--- src/rtl/seq_match_ctrl.sv ---
// -----------------------------------------------------------------------------
// seq_match_ctrl
//
// Word-level controller around a 3-bit serial pattern recognizer. A WIDTH-bit
// word is accepted on the input handshake, scanned MSB-first one bit per clock
// against a 3-bit pattern, and the per-word match count is returned on the
// output handshake. A saturating 16-bit running total of matches is kept.
//
// Build option:
//   OVERLAP_EN  defined   -> overlapping detection (history continues after a
//                            match, so 01010 / pattern 010 gives 2)
//               undefined -> non-overlapping detection (a match restarts the
//                            three-bit window, so 01010 / pattern 010 gives 1)
//
// Ports:
//   i_clk        clock, rising edge
//   i_rst_n      asynchronous active-low reset
//   i_in_valid   producer has a word
//   o_in_ready   controller can accept a word (state == IDLE)
//   i_in_data    word to scan, bit WIDTH-1 scanned first
//   i_pattern    pattern to match, bit 2 is the oldest bit; sampled with data
//   o_out_valid  per-word result available (state == DONE)
//   i_out_ready  consumer takes result
//   o_out_count  matches found in the last word
//   o_y          one-cycle registered match pulse
//   o_busy       high in SHIFT or DONE
//   o_total      saturating match total since reset
//   o_state      current FSM state (0 IDLE, 1 SHIFT, 2 DONE) for observation
//
// Handshake semantics (both ports): a transfer happens on a rising clock edge
// where valid and ready are both 1. Ready/valid are pure state decodes, so
// there is no combinational path from a peer's valid to our ready. Once
// o_out_valid is raised, o_out_count holds stable until the transfer.
// -----------------------------------------------------------------------------
module seq_match_ctrl #(
    parameter int WIDTH = 8,
    parameter int CW    = $clog2(WIDTH + 1)
) (
    input  logic             i_clk,
    input  logic             i_rst_n,
    input  logic             i_in_valid,
    output logic             o_in_ready,
    input  logic [WIDTH-1:0] i_in_data,
    input  logic [2:0]       i_pattern,
    output logic             o_out_valid,
    input  logic             i_out_ready,
    output logic [CW-1:0]    o_out_count,
    output logic             o_y,
    output logic             o_busy,
    output logic [15:0]      o_total,
    output logic [1:0]       o_state
);

    localparam int IW = (WIDTH > 1) ? $clog2(WIDTH) : 1;

    typedef enum logic [1:0] {
        IDLE  = 2'd0,
        SHIFT = 2'd1,
        DONE  = 2'd2
    } state_t;

    state_t           r_state;
    logic [WIDTH-1:0] r_data;
    logic [2:0]       r_pat;
    logic [1:0]       r_hist;
    logic [1:0]       r_hv;     // number of valid history bits, saturates at 3
    logic [IW-1:0]    r_idx;
    logic [CW-1:0]    r_count;
    logic             r_y;
    logic [15:0]      r_total;

    logic             w_bit;
    logic [2:0]       w_win;
    logic             w_match;
    logic [1:0]       w_hv_inc;
    logic [1:0]       w_hv_next;

    always_comb begin
        w_bit    = r_data[r_idx];
        w_win    = {r_hist, w_bit};
        // A window is only meaningful once two earlier bits of this word exist.
        w_match  = (r_hv >= 2'd2) && (w_win == r_pat);
        w_hv_inc = (r_hv == 2'd3) ? 2'd3 : r_hv + 2'd1;
`ifdef OVERLAP_EN
        w_hv_next = w_hv_inc;
`else
        // Non-overlapping: a match consumes its three bits.
        w_hv_next = w_match ? 2'd0 : w_hv_inc;
`endif
    end

    always_ff @(posedge i_clk or negedge i_rst_n) begin
        if (!i_rst_n) begin
            r_state <= IDLE;
            r_data  <= '0;
            r_pat   <= '0;
            r_hist  <= '0;
            r_hv    <= '0;
            r_idx   <= '0;
            r_count <= '0;
            r_y     <= 1'b0;
            r_total <= '0;
        end else begin
            case (r_state)
                IDLE: begin
                    r_y <= 1'b0;
                    if (i_in_valid) begin
                        r_data  <= i_in_data;
                        r_pat   <= i_pattern;
                        r_count <= '0;
                        r_hist  <= '0;
                        r_hv    <= '0;
                        r_idx   <= IW'(WIDTH - 1);
                        r_state <= SHIFT;
                    end
                end
                SHIFT: begin
                    r_hist <= w_win[1:0];
                    r_hv   <= w_hv_next;
                    r_y    <= w_match;
                    if (w_match) begin
                        r_count <= r_count + CW'(1);
                        if (r_total != 16'hFFFF) begin
                            r_total <= r_total + 16'd1;
                        end
                    end
                    if (r_idx == '0) begin
                        r_state <= DONE;
                    end else begin
                        r_idx <= r_idx - IW'(1);
                    end
                end
                DONE: begin
                    r_y <= 1'b0;
                    if (i_out_ready) begin
                        r_state <= IDLE;
                    end
                end
                default: begin
                    r_y     <= 1'b0;
                    r_state <= IDLE;
                end
            endcase
        end
    end

    assign o_in_ready  = (r_state == IDLE);
    assign o_out_valid = (r_state == DONE);
    assign o_busy      = (r_state != IDLE);
    assign o_out_count = r_count;
    assign o_y         = r_y;
    assign o_total     = r_total;
    assign o_state     = r_state;

endmodule

--- config.mk ---
export PLATFORM = sky130hd
export DESIGN_NAME = seq_match_ctrl
export DESIGN_NICKNAME = d
export VERILOG_FILES = /design/src/rtl/seq_match_ctrl.sv
export SDC_FILE = /design/constraint.sdc
export NUM_CORES = 1
export LEC_CHECK = 0
export ABC_AREA = 1
export BUFFER_PORTS_ARGS = -buffer_cell sky130_fd_sc_hd__buf_2
export CORE_MARGIN = 2
export CORE_UTILIZATION = 60
export DETAILED_ROUTE_END_ITERATION = 8
export GPL_TIMING_DRIVEN = 1
export PLACE_DENSITY = 0.83
export SLEW_MARGIN = 20
export SYNTH_ARGS = -nofsm -noshare
export SYNTH_HDL_FRONTEND = slang
export SYNTH_SLANG_ARGS = --single-unit
--- constraint.sdc ---
create_clock -name i_clk -period 4.8 [get_ports i_clk]
set_clock_uncertainty 0.2 [all_clocks]
set_input_delay 0.24 -clock i_clk [delete_from_list [all_inputs] [get_ports i_clk]]
set_output_delay 0.24 -clock i_clk [all_outputs]
set_load 0.02 [all_outputs]
==> results.ini <==
[synthesis]
synth-simple-area-share_pct=34.9
synthArstFlopShare_pct=100
synth_top_area_share_pct=44.4
synth_adder_area_share_pct=2.16
synth_edf_count=0
synth.area.mux_share_pct=0
yosysWarnings=0
synth.area.top_cells=dfrtp_1 44%, nand2_1 13%, nand3_1 6.5%
syn_area_sq_um=2310
synthDistinctLibCells=32
synth_ff_type=dfrtp_1
synth_xor_area_share_pct=6.06
synth_nets=294
synth_seq_cells=41
synth_top_family_by_area=simple AND/OR/NAND/NOR gates
avgSynthCellArea_sq_um=8.41
syn_inst=275
synth_seq_area_share_pct=44.4
synth_compound_area_share_pct=4.92
synth_top_area_cell=dfrtp_1

[die]
row_count=22
core_area_sq_um=3690
fp.dieW_um=66.1
initial_utilization_pct=62.7
die-area_sq_um=4370
die_h_um=66.1
pin_count=41

[sta]
fin_crit_sh_pct=43.7
worst_pin_slew_ps=878
period_minus_slack_ps=2100
worst_slew_margin_rel_pct=41.5
fmax_mhz=477
finalSetupViolations=0
fin_setup_tns_ps=0
slew_viol_final=0
hold_viol_final=0
hold_ws_ps=189
rsz0062_at_grt=false

[drt]
wl_per_cell_um=12.9
wirelength_um=4880
vias=1970
drt_drc_violations_left=0
m1WireLength_um=2210
dr.pass1.iters=4
routed.top_layer=met4
post_drt_via_cell_ratio=5.21
met3_wirelength_um=147
route.met2.wl_um=2420
ant_nets=0
drt_iter0_markers=111

[place]
place_congestion=0.852
place_inst=357
place_area_sq_um=2520
dpl.hpwl_um=3290
numPortBuffers=40

[grt]
overflow=0
grt_pass1_vias=2040
grt_pass1_wl_um=8690
grt_usage_pct=26.2
antenna_found_initial=0
grt_max_degree=42

[power_and_ir_drop]
leakage_nw=1.45
clkPwrFrac_pct=18.7
switching_share_pct=43.1
internal_power_w=0.000755
combPwrFrac_pct=42.3
pwr-share-seq_pct=39.0
irDropWorstVdd_uv=348
power_density_nw_per_um2=482
p_sw_w=0.000571

[finish]
n_antenna_cell=0
fin_nets=348
final_cells=378
drive_gt1_share_pct=23.6
final_common_cell=nand2_1
fin_area_sq_um=2750
final_cell_mix=81 x nand2_1, 41 x dfrtp_1, 40 x buf_2
fillers=263
synthToLayoutAreaGrowth_pct=19.0

[clock_tree]
cts_tree=done
cts_root_buf=clkbuf_8
insertion_delay_ps=290
ctsHtreeMaxLevel=2
holdBufCountCts=13
post_cts_buffers=0
clk_pin_slew_ps=80
cts_buffer_depth=2
cts_sinks=41
cts_resized=0
cts-buffers-inserted=5

[critical_path]
r2r_end=o_total[15]$_DFFE_PN0P_
crit_start=o_total[0]$_DFFE_PN0P_
crit_end=o_total[15]$_DFFE_PN0P_
critPathKind=reg -> reg
crit_fanout=17
worstPathRequired_ps=4830
rr_startpoint=o_total[0]$_DFFE_PN0P_
regToRegSetupSlack_ps=2700
start_kind=flip-flop
end_kind=flip-flop
reg2reg_depth=9
arrival_ps=2130

[run_status]
status=finished clean

[worst_hold_path]
hold_path_class=in -> reg

[run]
maxCapViolCount=0

## worst min path at each step
stage | from | endpoint | cells after the start | slack, ps
floorplan | i_rst_n | o_out_count[0]$_DFFE_PN0P_ | 0 | -260
detailed placement | i_rst_n | r_data[6]$_DFFE_PN0P_ | 1 | 210
finish | i_in_valid | r_idx[2]$_DFFE_PN0P_ | 3 | 190
global placement | i_rst_n | r_data[6]$_DFFE_PN0P_ | 1 | 210
global route | i_in_valid | r_idx[2]$_DFFE_PN0P_ | 3 | 240
CTS | i_in_valid | r_idx[2]$_DFFE_PN0P_ | 3 | 180
## cells in the mapped netlist, types with 2 or more instances
library cell	instances
dfrtp_1	41
ha_1	4
inv_1	30
inv_2	3
nand2_1	81
nand2_2	4
nand3_1	30
nand3_2	12
nor2_1	14
nor3_1	3
nor3_2	2
nor3_4	2
o21ai_0	14
o21ai_1	2
o22ai_1	2
xnor2_1	6
xor2_1	10
## through the flow
step / power, W / util (%) / worst slack (ps)
6_report: 0.00133 / 74.6 / 2700
3_3_place_gp: 0.00104 / 68.4 / 2840
3_5_place_dp: 0.00107 / 68.4 / 2750
5_1_grt: 0.00143 / 74.6 / 2530
4_1_cts: 0.00133 / 74.6 / 2710
2_1_floorplan: 0.000938 / - / 2830
## critical path: stages, from the launching register on
cell and delay [ps]:
dfrtp_1 420, ha_1 230, nand2_1 100, nor3_4 230, nand2_2 110, nor2_4 110
nand2_4 170, nand4_4 270, nand2_1 100, nand2_1 80
## kinds of logic after synthesis
group                    after synthesis
AND/OR/NAND/NOR                      154
flip-flops                            41
buffers and inverters                 39
AO/OA/AOI/OAI                         21
XOR/XNOR                              16
adder cells (fa/ha/maj)                4
## layout make-up
class	instances	area, sq um	area share [%]
Clock buffer	7	96.3	3.50
Clock inverter	1	5.00	0.182
Inverter	33	124	4.50
Multi-Input combinational cell	195	1110	40.4
Sequential cell	41	1030	37.3
Tap cell	48	60.1	2.18
Timing Repair Buffer	53	330	12.0
## power by group through the flow
stage	sequential [W]	combinational (W)	clock, W
2_1_floorplan	0.000543	0.000395	0
3_3_place_gp	0.000515	0.000527	0
3_5_place_dp	0.000521	0.000549	0
4_1_cts	0.000515	0.000561	0.000255
5_1_grt	0.000529	0.000632	0.000268
6_report	0.000517	0.000560	0.000248
## flip-flops by register name, indices dropped and copies added, names as in the netlist
name / flops
o_out_count: 4
o_state: 2
o_total: 16
o_y: 1
r_data: 8
r_hist: 2
r_hv: 2
r_idx: 3
r_pat: 3
## metal layers
layer	up-vias	global-route usage, %
met5	-	0
met4	0	10.5
met3	11	6.13
met2	34	44.9
met1	944	31.6
li1	981	-
Note: power is estimated with default switching activity, not from simulation.
